--- config.mk ---
export PLATFORM = sky130hd
export DESIGN_NAME = csr_file
export DESIGN_NICKNAME = d
export VERILOG_FILES = /design/src/rtl/csr_file.sv
export SDC_FILE = /design/constraint.sdc
export NUM_CORES = 1
export LEC_CHECK = 0
export CAP_MARGIN = 20
export CORE_MARGIN = 5
export CORE_UTILIZATION = 45
export DETAILED_ROUTE_END_ITERATION = 10
export GPL_ROUTABILITY_DRIVEN = 0
export PLACE_DENSITY = 0.67
export SETUP_SLACK_MARGIN = 0.5
export SLEW_MARGIN = 10
export SYNTH_ARGS = -nofsm -noshare
export SYNTH_HDL_FRONTEND = slang
export SYNTH_SLANG_ARGS = --single-unit
--- constraint.sdc ---
create_clock -name clk -period 2.2 [get_ports clk]
set_input_delay 0.44 -clock clk [delete_from_list [all_inputs] [get_ports clk]]
set_output_delay 0.44 -clock clk [all_outputs]
set_load 0.005 [all_outputs]
--- src/rtl/csr_file.sv ---
// Machine-mode CSR file: request/response access port, 64-bit cycle and
// instret counters, and trap entry/return bookkeeping for mstatus/mepc/mcause/mtval.
module csr_file #(
    parameter logic [31:0] HART_ID     = 32'h0000_0000,
    parameter logic [31:0] MTVEC_RESET = 32'h0000_0000
) (
    input  logic        clk,
    input  logic        rst_n,
    input  logic        req_valid,
    output logic        req_ready,
    input  logic [11:0] req_addr,
    input  logic [1:0]  req_op,
    input  logic [31:0] req_wdata,
    output logic        rsp_valid,
    output logic [31:0] rsp_rdata,
    output logic        rsp_illegal,
    input  logic        instret_pulse,
    input  logic        trap_valid,
    input  logic [31:0] trap_pc,
    input  logic [31:0] trap_cause,
    input  logic [31:0] trap_tval,
    input  logic        mret,
    output logic [31:0] trap_vector,
    output logic [31:0] mepc_o,
    output logic        mie_o
);

    localparam logic [11:0] A_MSTATUS   = 12'h300;
    localparam logic [11:0] A_MISA      = 12'h301;
    localparam logic [11:0] A_MIE       = 12'h304;
    localparam logic [11:0] A_MTVEC     = 12'h305;
    localparam logic [11:0] A_MSCRATCH  = 12'h340;
    localparam logic [11:0] A_MEPC      = 12'h341;
    localparam logic [11:0] A_MCAUSE    = 12'h342;
    localparam logic [11:0] A_MTVAL     = 12'h343;
    localparam logic [11:0] A_MIP       = 12'h344;
    localparam logic [11:0] A_MCYCLE    = 12'hB00;
    localparam logic [11:0] A_MINSTRET  = 12'hB02;
    localparam logic [11:0] A_MCYCLEH   = 12'hB80;
    localparam logic [11:0] A_MINSTRETH = 12'hB82;
    localparam logic [11:0] A_MVENDORID = 12'hF11;
    localparam logic [11:0] A_MARCHID   = 12'hF12;
    localparam logic [11:0] A_MIMPID    = 12'hF13;
    localparam logic [11:0] A_MHARTID   = 12'hF14;

    localparam logic [31:0] LOW2_MASK   = 32'hFFFF_FFFC;

    typedef enum logic {ST_IDLE, ST_RESP} state_e;

    state_e      state_q, state_d;
    logic        st_mie_q, st_mie_d;
    logic        st_mpie_q, st_mpie_d;
    logic [31:0] mie_reg_q, mie_reg_d;
    logic [31:0] mtvec_q, mtvec_d;
    logic [31:0] mscratch_q, mscratch_d;
    logic [31:0] mepc_q, mepc_d;
    logic [31:0] mcause_q, mcause_d;
    logic [31:0] mtval_q, mtval_d;
    logic [63:0] mcycle_q, mcycle_d;
    logic [63:0] minstret_q, minstret_d;
    logic [31:0] rsp_rdata_q, rsp_rdata_d;
    logic        rsp_illegal_q, rsp_illegal_d;

    logic        accept;
    logic        rd_ok;
    logic [31:0] rd_val;
    logic [31:0] mstatus_rd;
    logic        wr_req;
    logic        illegal;
    logic        wr_en;
    logic [31:0] new_val;
    logic [63:0] mcycle_inc;
    logic [63:0] minstret_inc;

    assign mstatus_rd = {19'd0, 2'b11, 3'd0, st_mpie_q, 3'd0, st_mie_q, 3'd0};
    assign accept     = req_valid && (state_q == ST_IDLE);

    always_comb begin
        rd_ok  = 1'b1;
        rd_val = '0;
        case (req_addr)
            A_MVENDORID, A_MARCHID, A_MIMPID, A_MIP: rd_val = '0;
            A_MHARTID:   rd_val = HART_ID;
            A_MISA:      rd_val = 32'h4000_0100;
            A_MSTATUS:   rd_val = mstatus_rd;
            A_MIE:       rd_val = mie_reg_q;
            A_MTVEC:     rd_val = mtvec_q;
            A_MSCRATCH:  rd_val = mscratch_q;
            A_MEPC:      rd_val = mepc_q;
            A_MCAUSE:    rd_val = mcause_q;
            A_MTVAL:     rd_val = mtval_q;
            A_MCYCLE:    rd_val = mcycle_q[31:0];
            A_MCYCLEH:   rd_val = mcycle_q[63:32];
            A_MINSTRET:  rd_val = minstret_q[31:0];
            A_MINSTRETH: rd_val = minstret_q[63:32];
            default:     rd_ok  = 1'b0;
        endcase
    end

    // RS/RC with a zero operand is a pure read, so it may target read-only space.
    always_comb begin
        wr_req  = (req_op == 2'b01) || ((req_op != 2'b00) && (req_wdata != '0));
        illegal = !rd_ok || (req_op == 2'b00) || (wr_req && (req_addr[11:10] == 2'b11));
        wr_en   = accept && wr_req && !illegal;
        case (req_op)
            2'b01:   new_val = req_wdata;
            2'b10:   new_val = rd_val | req_wdata;
            default: new_val = rd_val & ~req_wdata;
        endcase
    end

    always_comb begin
        state_d       = state_q;
        st_mie_d      = st_mie_q;
        st_mpie_d     = st_mpie_q;
        mie_reg_d     = mie_reg_q;
        mtvec_d       = mtvec_q;
        mscratch_d    = mscratch_q;
        mepc_d        = mepc_q;
        mcause_d      = mcause_q;
        mtval_d       = mtval_q;
        rsp_rdata_d   = rsp_rdata_q;
        rsp_illegal_d = rsp_illegal_q;
        mcycle_inc    = mcycle_q + 64'd1;
        minstret_inc  = minstret_q + {63'd0, instret_pulse};
        mcycle_d      = mcycle_inc;
        minstret_d    = minstret_inc;

        case (state_q)
            ST_IDLE: if (req_valid) state_d = ST_RESP;
            ST_RESP: state_d = ST_IDLE;
            default: state_d = ST_IDLE;
        endcase

        if (accept) begin
            rsp_rdata_d   = illegal ? '0 : rd_val;
            rsp_illegal_d = illegal;
        end

        // Writing one counter half replaces that half's increment; a low-half
        // write also swallows the carry into the high half.
        if (wr_en) begin
            case (req_addr)
                A_MSTATUS: begin
                    if (!trap_valid && !mret) begin
                        st_mie_d  = new_val[3];
                        st_mpie_d = new_val[7];
                    end
                end
                A_MIE:       mie_reg_d  = new_val;
                A_MTVEC:     mtvec_d    = new_val & LOW2_MASK;
                A_MSCRATCH:  mscratch_d = new_val;
                A_MEPC:      if (!trap_valid) mepc_d   = new_val & LOW2_MASK;
                A_MCAUSE:    if (!trap_valid) mcause_d = new_val;
                A_MTVAL:     if (!trap_valid) mtval_d  = new_val;
                A_MCYCLE:    mcycle_d   = {mcycle_q[63:32], new_val};
                A_MCYCLEH:   mcycle_d   = {new_val, mcycle_inc[31:0]};
                A_MINSTRET:  minstret_d = {minstret_q[63:32], new_val};
                A_MINSTRETH: minstret_d = {new_val, minstret_inc[31:0]};
                default: ;
            endcase
        end

        if (trap_valid) begin
            mepc_d    = trap_pc & LOW2_MASK;
            mcause_d  = trap_cause;
            mtval_d   = trap_tval;
            st_mpie_d = st_mie_q;
            st_mie_d  = 1'b0;
        end else if (mret) begin
            st_mie_d  = st_mpie_q;
            st_mpie_d = 1'b1;
        end
    end

    always_ff @(posedge clk or negedge rst_n) begin
        if (!rst_n) begin
            state_q       <= ST_IDLE;
            st_mie_q      <= 1'b0;
            st_mpie_q     <= 1'b0;
            mie_reg_q     <= '0;
            mtvec_q       <= MTVEC_RESET & LOW2_MASK;
            mscratch_q    <= '0;
            mepc_q        <= '0;
            mcause_q      <= '0;
            mtval_q       <= '0;
            mcycle_q      <= '0;
            minstret_q    <= '0;
            rsp_rdata_q   <= '0;
            rsp_illegal_q <= 1'b0;
        end else begin
            state_q       <= state_d;
            st_mie_q      <= st_mie_d;
            st_mpie_q     <= st_mpie_d;
            mie_reg_q     <= mie_reg_d;
            mtvec_q       <= mtvec_d;
            mscratch_q    <= mscratch_d;
            mepc_q        <= mepc_d;
            mcause_q      <= mcause_d;
            mtval_q       <= mtval_d;
            mcycle_q      <= mcycle_d;
            minstret_q    <= minstret_d;
            rsp_rdata_q   <= rsp_rdata_d;
            rsp_illegal_q <= rsp_illegal_d;
        end
    end

    assign req_ready   = (state_q == ST_IDLE);
    assign rsp_valid   = (state_q == ST_RESP);
    assign rsp_rdata   = rsp_rdata_q;
    assign rsp_illegal = rsp_illegal_q;
    assign trap_vector = mtvec_q;
    assign mepc_o      = mepc_q;
    assign mie_o       = st_mie_q;

endmodule

==> summary.md, run 1 <==
| Metric | Value |
|---|---|
| Leading area contributor after synthesis | dfrtp_1 |
| Err | [ERROR GRT-0232] Routing congestion too high. Check the congestion heatmap in the GUI. |
| Post-synth ARST share | 100% |
| Post-synth EDFFs | 0 |
| Inserted Clock Buffers | 40 |
| Placed instance area | 28700 sq um |
| Number of port buffers | 241 |
| Synth unique cells | 92 |
| Placement row count | 77 |
| Top cell type's share of synthesized area | 44.4% |
| Post-synthesis register bit count | 352 |
| Mapped Area | 19900 sq um |
| Status | stopped before the end |
| Largest net degree at the start of global routing | 57 |
| Clk root buf | clkbuf_16 |
| CTS max path bufs | 3 |
| Ranking of synthesized cells by area | dfrtp_1, o21ai_0, nand2_1 |
| Worst EP Category | register data pin |
| Placed cells | 3485 |
| Stopped at | 5_1_grt |
| Avg Synthesized Cell Area | 9.17 sq um |
| Ys flop type | dfrtp_1 |
| Post-DP HPWL | 77500 um |
| Die X | 220 um |
| Initial Util | 45.2% |
| H-tree depth | 2 |
| Sequential-to-total area share from yosys stat | 44.4% |
| GR repair worst EP | minstret_q[37]$_DFFE_PN0P_/D |
| DIE HEIGHT | 220 um |
| Gr ovfl total | 400 |
| GRT Resource Usage Total | 81.7% |
| Sinks on Clock Net | 352 |
| Top Ports | 248 |
| Warnings from Yosys | 0 |
| Synth Instances | 2165 |
synth_stat cells (7+ instances only):
| master | instances |
|---|---|
| dfrtp_1 | 352 |
| nor2b_1 | 9 |
| or4_1 | 7 |
| xor2_1 | 22 |
| o21ai_1 | 17 |
| a21oi_1 | 132 |
| xnor2_1 | 48 |
| a22oi_1 | 84 |
| mux2_2 | 32 |
| nand2_1 | 277 |
| a31oi_1 | 13 |
| o21ai_0 | 240 |
| buf_2 | 42 |
| a211oi_1 | 11 |
| clkbuf_1 | 98 |
| a221oi_1 | 10 |
| a221o_1 | 12 |
| a32o_1 | 7 |
| a22o_1 | 32 |
| nand4_1 | 55 |
| nor4_1 | 30 |
| and4_1 | 15 |
| and3_1 | 26 |
| buf_4 | 13 |
| nand3_1 | 75 |
| nor3_1 | 51 |
| o22ai_1 | 13 |
| o211ai_1 | 27 |
| a222oi_1 | 15 |
| and2_1 | 11 |
| inv_1 | 22 |
| mux2i_1 | 70 |
| nor2_1 | 109 |
| o221ai_1 | 9 |
| or3_1 | 10 |
| nand3b_1 | 22 |
cells by family after synthesis:
group	synth area share [%]
mux	6.02
buf+inv	4.12
xor+xnor	3.09
fa+ha+maj	0.378
other cells	0.0189
flops	44.4
compound gates	22.7
simple gates	19.3
routing by layer:
metal / GRT overflow / GRT usage [%]
met5: 8 / 53.1
met4: 141 / 79.7
met1: 23 / 79.9
met2: 202 / 93.2
met3: 26 / 74.4
what timing repair did:
action	in CTS
buffers inserted	135
endpoints found under the hold margin	43
pin swaps	192
hold buffers	1
setup endpoints to repair	447
resized for setup	719
gates cloned	52
through the flow:
stage	worst slack (ns)	hold slack, ns
floorplan	-0.268	0.144
global placement	-1.35	0.413
detailed placement	-1.42	0.415
CTS	-0.132	0.228
==> inputs of run 2 (changes only) <==
--- a/config.mk
+++ b/config.mk
@@ -7,11 +7,10 @@
 export LEC_CHECK = 0
 export CAP_MARGIN = 20
 export CORE_MARGIN = 5
-export CORE_UTILIZATION = 45
+export CORE_UTILIZATION = 30
 export DETAILED_ROUTE_END_ITERATION = 10
 export GPL_ROUTABILITY_DRIVEN = 0
-export PLACE_DENSITY = 0.67
-export SETUP_SLACK_MARGIN = 0.5
+export PLACE_DENSITY_LB_ADDON = 0.15
 export SLEW_MARGIN = 10
 export SYNTH_ARGS = -nofsm -noshare
 export SYNTH_HDL_FRONTEND = slang
==> constraint.sdc (replaced) <==
create_clock -name clk -period 2.9 [get_ports clk]
set_input_delay 0.58 -clock clk [delete_from_list [all_inputs] [get_ports clk]]
set_output_delay 0.58 -clock clk [all_outputs]
set_load 0.005 [all_outputs]
==> run 2 against run 1 <==
  * The flow now finishes, with violations (hold timing, setup timing)
  * Synthesized cell count unchanged
  * Synthesized area unchanged
==> summary.md, run 2 <==
| Metric | Value |
|---|---|
| CP Launch Type | input port |
| Warnings from Yosys | 0 (unchanged) |
| Top-count cell post-synth | dfrtp_1 |
| Post-synthesis register bit count | 352 (unchanged) |
| Post-synth ARST share | 100% (unchanged) |
| Post-synth EDFFs | 0 (unchanged) |
| Max-cap violations | 0 |
| Placed cells | 3638 (+4.4%) |
| Leading area contributor after synthesis | dfrtp_1 |
| Drt pass-1 iters | 11 |
| CP Max Fanout | 9 |
| Initial Util | 30.2% (-15 points) |
| Placement row count | 94 (+22%) |
| Iter 0 DRT Violations | 2808 |
| CTS tree | built |
| Slew at the pin closest to its max-slew limit | 0.822 ns |
| Synth Instances | 2165 (unchanged) |
| Power Dens Cells | 453 nW/um^2 |
| Via density | 5.88 |
| Die ar. | 71400 sq um |
| Sequential-to-total area share from yosys stat | 44.4% (unchanged) |
| Vias | 22000 |
| Synth cell count leaders | dfrtp_1, nand2_1, o21ai_0, a21oi_1, nor2_1 |
| Sinks on Clock Net | 352 (unchanged) |
| Cts hold-fix bufs | 0 (-1) |
| Setup TNS | -0.0213 ns |
| Post-layout minimum cycle time | 2.92 ns |
| Nets@finish | 2994 |
| Leakage | 12.7 nW |
| Max IR drop VDD | 0.000432 V |
| Crit Path Class | in2reg |
| Synth unique cells | 92 (unchanged) |
| Biggest regs | mcycle_q x64, minstret_q x64 |
| Largest net degree at the start of global routing | 106 |
| Synth-to-Final Area Change | 47.4% |
| Top cell type's share of synthesized area | 44.4% (unchanged) |
| Relative slew slack | 45.2% |
| H-tree depth | 2 (unchanged) |
| Post-layout util | 44.5% |
| Inserted Clock Buffers | 43 (+7.5%) |
| DRT antenna net count | 0 |
| Max layer used | met5 |
| Final wirelength | 109000 um |
| Hold Path Class | in2async |
| Number of port buffers | 241 (unchanged) |
| Fin cells | 3739 |
| Worst setup EP type | flop |
| Place WS | -1.12 ns (+0.306 ns) |
| Commonest non-fill, non-tap cells in the layout | buf_4, dfrtp_1, nand2_1 |
| Clk root buf | clkbuf_16 |
| Pwr Total | 13.3 mW |
| Met1 wire length | 44800 um |
| Status | finished with violations |
| Ranking of synthesized cells by area | dfrtp_1, o21ai_0, nand2_1 |
| Post-DP HPWL | 84100 um (+8.6%) |
| Mapped Area | 19900 sq um (unchanged) |
| WL per Instance | 29.2 um |
| CTS max path bufs | 3 (unchanged) |
| Antenna violations before repair | 10 |
| Endpoints failing setup | 1 |
| First-pass GRT wire length | 155000 um |
| Final Cell Area | 29300 sq um |
| Gr ovfl total | 0 |
| Worst hold slack | -0.00313 ns |
| Fin crit share | 101% |
| Final Hold Viols | 1 |
| CP required | 3.38 ns |
| Ys flop type | dfrtp_1 |
| GRT Resource Usage Total | 29.5% |
| Share of layout cells above drive strength 1 | 26.4% |
| Min setup slack post-route | -0.0213 ns |
| Final Skew | 0.0384 ns |
| Failing checks | hold timing, setup timing |
| Insertion delay to the later sink of the worst-skew pair | 0.62 ns |
| Area of the core | 65700 sq um |
| F_max | 342 MHz |
| Unrepaired setup endpoints after global routing | no |
| Top Ports | 248 (unchanged) |
| Clock-pin slew on the worst setup and hold paths | 0.06 ns |
| Placed instance area | 27300 sq um (-4.7%) |
| Most common cell after layout, fill and taps aside | buf_4 |
| Die X | 267 um (+21%) |
| Fin. max-slew vios | 0 |
| CP arrival | 3.40 ns |
| Met2 WL | 46500 um |
| Avg Synthesized Cell Area | 9.17 sq um (unchanged) |
| Post-route DRC violation count | 0 |
| WL met3 | 12200 um |
| Vias in the first global route | 21200 |
| DIE HEIGHT | 267 um (+21%) |
==> run 2: layout make-up <==
class / count / area, sq um
clock buffer: 65 / 1270
clock inverter: 14 / 194
sequential: 352 / 8810
tap: 864 / 1080
fill: 6373 / 36500
antenna: 1 / 2.50
multi-input combinational: 1633 / 10600
inverter: 23 / 86.3
timing repair buffer: 787 / 7220
==> run 2: routing by layer <==
metal,up-vias,track usage [%]
met3,259,6.72
li1,9460,-
met1,10900,41.5
met4,6,12.9
met2,1323,43.7
met5,-,0
==> run 2: where the power goes <==
| part | total [mW] | leakage [nW] | internal, mW | switching (mW) |
|---|---|---|---|---|
| Clock | 5.66 | 0.708 | 3.31 | 2.35 |
| Sequential | 5.37 | 4.61 | 5.12 | 0.254 |
| Combinational | 2.23 | 7.33 | 0.972 | 1.25 |
==> run 2: worst max-delay path, stage by stage <==
cell and delay [ns]:
dlygate4sd2_1 0.29, buf_2 0.18, buf_4 0.20, nor2b_1 0.18, buf_4 0.17, o2bb2ai_1 0.31
a22oi_1 0.36, nand2_1 0.10, a221oi_1 0.34, o21ai_0 0.29, buf_4 0.21, a22o_1 0.17
==> run 2: kinds of logic (layout without fill, tap and decap cells) <==
family,count (synthesis),count (layout),synth area share [%]
flops,352,352,44.4
other cells,1,5,0.0189
fa+ha+maj,6,6,0.378
buf+inv,183,889,4.12
compound gates,695,695,22.7
simple gates,750,750,19.3
mux,108,108,6.02
xor+xnor,70,70,3.09
==> run 2: what timing repair did <==
| action | in CTS | in global routing |
|---|---|---|
| setup buffers | 6 | 10 |
| pin swaps | 10 | 17 |
| endpoints found under the setup margin | 210 | 226 |
| gates resized for setup | 40 | 36 |
| cloned | 3 | 2 |
==> run 2: path summary, 6_finish.rpt <==
path | cells after the start | startpoint | to | slack [ns]
max in group asynchronous | 2 | rst_n | minstret_q[39] | 2.00
hold / removal | 1 | rst_n | trap_vector[2] | -0.003
setup reg to reg | 9 | minstret_q[28] | minstret_q[62] | 0.16
min in group clk | 3 | trap_valid | mtval_q[17] | 0.43
setup / recovery | 12 | req_addr[1] | rsp_rdata[26] | -0.02
hold reg to reg | 2 | rsp_rdata[24] | rsp_rdata[24] | 0.48
Power figures use the tool's default switching activity.
